### config.mk
export PLATFORM = sky130hd
export DESIGN_NAME = rgb_pwm_driver
export DESIGN_NICKNAME = d
export VERILOG_FILES = /design/src/rtl/rgb_pwm_pkg.sv /design/src/rtl/prescale_tick.sv /design/src/rtl/rgb_pwm_driver.sv
export SDC_FILE = /design/constraint.sdc
export NUM_CORES = 1
export LEC_CHECK = 0
export ABC_AREA = 0
export BUFFER_PORTS_ARGS = -buffer_cell sky130_fd_sc_hd__buf_4
export CORE_UTILIZATION = 33
export DETAILED_ROUTE_END_ITERATION = 16
export GPL_TIMING_DRIVEN = 0
export SLEW_MARGIN = 15
export SYNTH_ARGS = -nofsm -noshare
export SYNTH_HDL_FRONTEND = slang
export SYNTH_SLANG_ARGS = --single-unit
### constraint.sdc
create_clock -name clk -period 1.65 [get_ports clk]
set_clock_uncertainty 0.1 [all_clocks]
set_input_delay 0.0825 -clock clk [delete_from_list [all_inputs] [get_ports clk]]
set_output_delay 0.0825 -clock clk [all_outputs]
set_load 0.01 [all_outputs]
### src/rtl/rgb_pwm_pkg.sv
// rgb_pwm_pkg: shared types, widths and the gamma table for the RGB PWM driver.
// Revision: 1.0
`default_nettype none

package rgb_pwm_pkg;

   typedef enum logic [1:0] {
      ST_OFF   = 2'd0,
      ST_RUN   = 2'd1,
      ST_DRAIN = 2'd2
   } state_t;

   localparam int PHASES = 16;
   localparam int DUTY_W = 4;

   localparam logic [DUTY_W-1:0] GAMMA_LUT [PHASES] = '{
      4'd0, 4'd0, 4'd0, 4'd1, 4'd1, 4'd1, 4'd2, 4'd2,
      4'd3, 4'd4, 4'd5, 4'd6, 4'd8, 4'd10, 4'd12, 4'd15
   };

   // Translates a staged color code into the duty value that becomes active at commit.
   function automatic logic [DUTY_W-1:0] map_duty(input logic [DUTY_W-1:0] code);
`ifdef RGB_PWM_GAMMA_EN
      return GAMMA_LUT[code];
`else
      return code;
`endif
   endfunction

endpackage

`default_nettype wire

### src/rtl/prescale_tick.sv
// prescale_tick: free-running prescaler producing one tick per PRESCALE clocks; held at 0 by i_clr.
// Revision: 1.0
`default_nettype none

module prescale_tick #(
   parameter int PRESCALE = 195,
   parameter int PRE_W    = 8
) (
   input  logic clk,
   input  logic rst,
   input  logic i_clr,
   output logic o_tick
);

   localparam logic [PRE_W-1:0] c_term = PRE_W'(PRESCALE - 1);

   logic [PRE_W-1:0] r_count;
   logic             w_at_term;

   assign w_at_term = (r_count == c_term);
   assign o_tick    = w_at_term && !i_clr;

   always_ff @(posedge clk or posedge rst) begin
      if (rst) begin
         r_count <= '0;
      end else if (i_clr || w_at_term) begin
         r_count <= '0;
      end else begin
         r_count <= r_count + 1'b1;
      end
   end

endmodule

`default_nettype wire

### src/rtl/rgb_pwm_driver.sv
// rgb_pwm_driver: 3-channel 16-phase PWM with staged color load committed at period end.
// Build option RGB_PWM_GAMMA_EN gamma-maps the duty at commit. Revision: 1.0
`default_nettype none

module rgb_pwm_driver
   import rgb_pwm_pkg::*;
#(
   parameter int PRESCALE = 195,
   parameter int PRE_W    = 8
) (
   input  logic       clk,
   input  logic       reset,
   input  logic       en,
   input  logic       load,
   input  logic [3:0] color_r,
   input  logic [3:0] color_g,
   input  logic [3:0] color_b,
   output logic       pending,
   output logic       period_done,
   output logic       pwm_r,
   output logic       pwm_g,
   output logic       pwm_b
);

   state_t              r_state;
   logic [DUTY_W-1:0]   r_phase;
   logic [DUTY_W-1:0]   r_stage_r, r_stage_g, r_stage_b;
   logic [DUTY_W-1:0]   r_duty_r, r_duty_g, r_duty_b;
   logic                r_pending;
   logic                r_pwm_r, r_pwm_g, r_pwm_b;
   logic                w_clr;
   logic                w_tick;
   logic                w_period_end;
   logic                w_commit;

   assign w_clr        = (r_state == ST_OFF);
   assign w_period_end = w_tick && (r_phase == DUTY_W'(PHASES - 1));
   assign w_commit     = w_period_end && r_pending;

   prescale_tick #(
      .PRESCALE (PRESCALE),
      .PRE_W    (PRE_W)
   ) u_prescale (
      .clk    (clk),
      .rst    (reset),
      .i_clr  (w_clr),
      .o_tick (w_tick)
   );

   // Ticks are gated off in OFF, so period end (and therefore commit) only occurs in RUN/DRAIN.
   always_ff @(posedge clk or posedge reset) begin
      if (reset) begin
         r_state <= ST_OFF;
         r_phase <= '0;
      end else begin
         case (r_state)
            ST_OFF:   if (en) r_state <= ST_RUN;
            ST_RUN:   if (!en) r_state <= ST_DRAIN;
            ST_DRAIN: begin
               if (en)                r_state <= ST_RUN;
               else if (w_period_end) r_state <= ST_OFF;
            end
            default:  r_state <= ST_OFF;
         endcase

         if (w_clr)       r_phase <= '0;
         else if (w_tick) r_phase <= r_phase + 1'b1;
      end
   end

   always_ff @(posedge clk or posedge reset) begin
      if (reset) begin
         r_stage_r <= '0;
         r_stage_g <= '0;
         r_stage_b <= '0;
         r_duty_r  <= '0;
         r_duty_g  <= '0;
         r_duty_b  <= '0;
         r_pending <= 1'b0;
      end else begin
         if (w_commit) begin
            r_duty_r <= map_duty(r_stage_r);
            r_duty_g <= map_duty(r_stage_g);
            r_duty_b <= map_duty(r_stage_b);
         end
         // A load on the commit edge wins over the clear: the new value stays pending.
         if (load) begin
            r_stage_r <= color_r;
            r_stage_g <= color_g;
            r_stage_b <= color_b;
            r_pending <= 1'b1;
         end else if (w_commit) begin
            r_pending <= 1'b0;
         end
      end
   end

   always_ff @(posedge clk or posedge reset) begin
      if (reset) begin
         r_pwm_r <= 1'b0;
         r_pwm_g <= 1'b0;
         r_pwm_b <= 1'b0;
      end else begin
         r_pwm_r <= !w_clr && (r_phase < r_duty_r);
         r_pwm_g <= !w_clr && (r_phase < r_duty_g);
         r_pwm_b <= !w_clr && (r_phase < r_duty_b);
      end
   end

   assign pending = r_pending;
   assign period_done = w_period_end;
   assign pwm_r = r_pwm_r;
   assign pwm_g = r_pwm_g;
   assign pwm_b = r_pwm_b;

endmodule

`default_nettype wire

==> flow_metrics.tcl <==
set metrics [dict create \
    outcome "complete, but fails checks" \
    violations "setup timing" \
    clkSlewWorstSetupHoldPaths_ps 80 \
    tightest_slew_ps 683 \
    hold_violations 0 \
    whs_ps 244 \
    syn-cell-area_um2 1950 \
    wl_per_cell_um 12.7 \
    io_pins 21 \
    grt_overflow 0 \
    drive_gt1_share_pct 38.3 \
    hold_class "in2async" \
    slowest_delay_ps 400 \
    num_vias 1452 \
    cts_made_buffers 5 \
    syn_area_per_cell_um2 12.0 \
    first_global_vias 1365 \
    p_leak_nw 1.28 \
    dpl.hpwl_um 2390 \
    irDropWorstVdd_mv 0.346 \
    die_w_um 78.9 \
    power.total_mw 2.30 \
    dp_cells 256 \
    core_area_um2 5610 \
    place_congestion 0.742 \
    rows 27 \
    grt_usage_pct 13.3 \
    place.port_buffers 20 \
    grt_max_degree 25 \
    layout_common_cells "39 x dfrtp_1, 36 x buf_4, 24 x mux2_2" \
    utilization_pct 48.6 \
    period_share_pct 106 \
    wl_um 3800 \
    drcViolationCount 0 \
    dr.pass1.iters 3 \
    cts.sinks 42 \
    fp.dieArea_um2 6230 \
    synthArstFlopShare_pct 100 \
    relSlewSlack_pct 54.5 \
    rr_startpoint "u_prescale.r_count[0]" \
    yosys_most_used_dff "dfrtp_1" \
    finalCriticalPeriod_ps 1740 \
    cts_tree "built" \
    post_dp_cell_area_um2 2240 \
    crit_type "reg2reg" \
    synth_cell_types 31 \
    slowest_stage "dfrtp_1" \
    endpoint_kind "register" \
    fin_ws_ps -93.3 \
    diodes 0 \
    startpoint "u_prescale.r_count[0]" \
    drtIter0Drc 40 \
    p_per_area_nw_per_um2 843 \
    die_h_um 78.9 \
    ys_ff_latch 42 \
    clock.fmax_ghz 0.574 \
    htree_num_levels 2 \
    synth_fp_nets 191 \
    crit_cells 6 \
    initial_core_util_pct 34.8 \
    maxCapViolations 0 \
    detail-route-antenna-nets 0 \
    grt_pass1_wl_um 6370 \
    setup_violations 15 \
    area_growth_pct 39.7 \
    critPathLaunchType "register" \
    grt_setup_unrepaired "true" \
    worstPathCellList "inv_2, ha_4, and4b_1, nand4_1, buf_6, mux2_2" \
    path_buf_inv 2 \
    fin_nets 254 \
    clockBufferDepth 2 \
    synth_edf_count 0 \
    synth_warnings 0 \
    yosysSeqAreaShare_pct 53.8 \
    worstPathMaxFanout 5 \
    clock_latency_ps 290 \
    drv_slew 0 \
    ff2ff_path_depth 6 \
    cp_data_required_time_ps 1730 \
    path_delay_family "simple AND/OR/NAND/NOR gates" \
    arrival_ps 1820 \
    antenna_found_initial 0 \
    final_cell_count_no_fill 299 \
    synth_cells 163 \
    via_per_inst 4.86 \
    cts-root-buf "clkbuf_8" \
    final_area_um2 2730 \
    final_common_cell "dfrtp_1" \
]
stage by stage:
stage	TNS [ps]	setup WS [ps]
6_report	-1220	-93.3
5_1_grt	-2220	-167
4_1_cts	-1500	-112
3_5_place_dp	-3600	-217
3_3_place_gp	-8710	-185
2_1_floorplan	-133	-27.4
path summary, 6_finish.rpt:
| path | slack (ps) | to |
|---|---|---|
| worst max-delay path | -90 | r_duty_b[3] |
| worst min-delay path | 240 | u_prescale.r_count[3] |
| worst max register to register | -90 | r_duty_b[3] |
| worst min register to register | 400 | r_duty_r[1] |
| max in group asynchronous | 720 | r_phase[0] |
| min in group clk | 400 | r_duty_r[1] |
report_power, final:
part	internal, mW	switching [mW]
logic	0.214	0.155
clock network	0.451	0.348
registers	1.08	0.0476
total	1.75	0.550
worst register-to-register path, stage by stage (launching register included):
cell and delay (ps):
dfrtp_1 400, inv_2 70, ha_4 130, and4b_1 230, nand4_1 230, buf_6 220
mux2_2 260
sequential cells by signal, indices dropped and copies added, names as in the netlist:
| signal | count |
|---|---|
| r_stage_r | 4 |
| pwm_b | 1 |
| r_duty_r | 4 |
| r_stage_b | 4 |
| pwm_r | 1 |
| r_duty_b | 4 |
| r_state | 2 |
| r_duty_g | 4 |
| r_phase | 4 |
| r_stage_g | 4 |
| pwm_g | 1 |
| u_prescale.r_count | 8 |
| pending | 1 |
per-layer routing:
metal	wire, µm	track usage [%]
met1	1790	16.7
met2	1830	22.3
met3	107	2.87
met4	68	5.45
met5	0	0
area by class of cell:
class / instances / area (µm²)
timing repair buffer: 56 / 483
clock inverter: 2 / 37.5
fill: 538 / 2880
buffer: 3 / 30.0
inverter: 14 / 52.6
sequential: 42 / 1050
tap: 72 / 90.1
clock buffer: 6 / 72.6
multi-input combinational: 104 / 907
synthesized netlist by cell type (2+ instances only):
cell | number | area, µm²
dfrtp_1 | 42 | 1050
a211oi_1 | 3 | 22.5
o21ai_0 | 8 | 40.0
nand3_1 | 6 | 30.0
nor2_1 | 10 | 37.5
nand2b_1 | 4 | 25.0
ha_1 | 12 | 150
nor3_1 | 2 | 10.0
nand4_1 | 2 | 12.5
inv_1 | 14 | 52.6
mux2_2 | 24 | 270
o22ai_1 | 2 | 12.5
o21a_1 | 3 | 22.5
nand2_1 | 2 | 7.51
o31ai_1 | 2 | 15.0
xor2_1 | 2 | 17.5
or4_1 | 2 | 15.0
a21oi_1 | 7 | 35.0
or3_1 | 4 | 25.0
repair_timing:
action,4_1_cts,5_1_grt
endpoints found under the setup margin,23,17
resized for setup,13,5
pin swaps,5,5
hold buffers,17,0
setup buffers,14,3
hold endpoints to repair,32,0
gates cloned,2,0
logic make-up after synthesis:
kind of cell / synth area share [%]
adders and majority gates: 7.69
muxes: 13.8
xor gates and xnor gates: 1.35
and+or+nand+nor: 9.99
buffers and inverters: 3.97
DFF: 53.8
AOI/OAI and AO/OA: 9.35
Power figures use the tool's default switching activity.
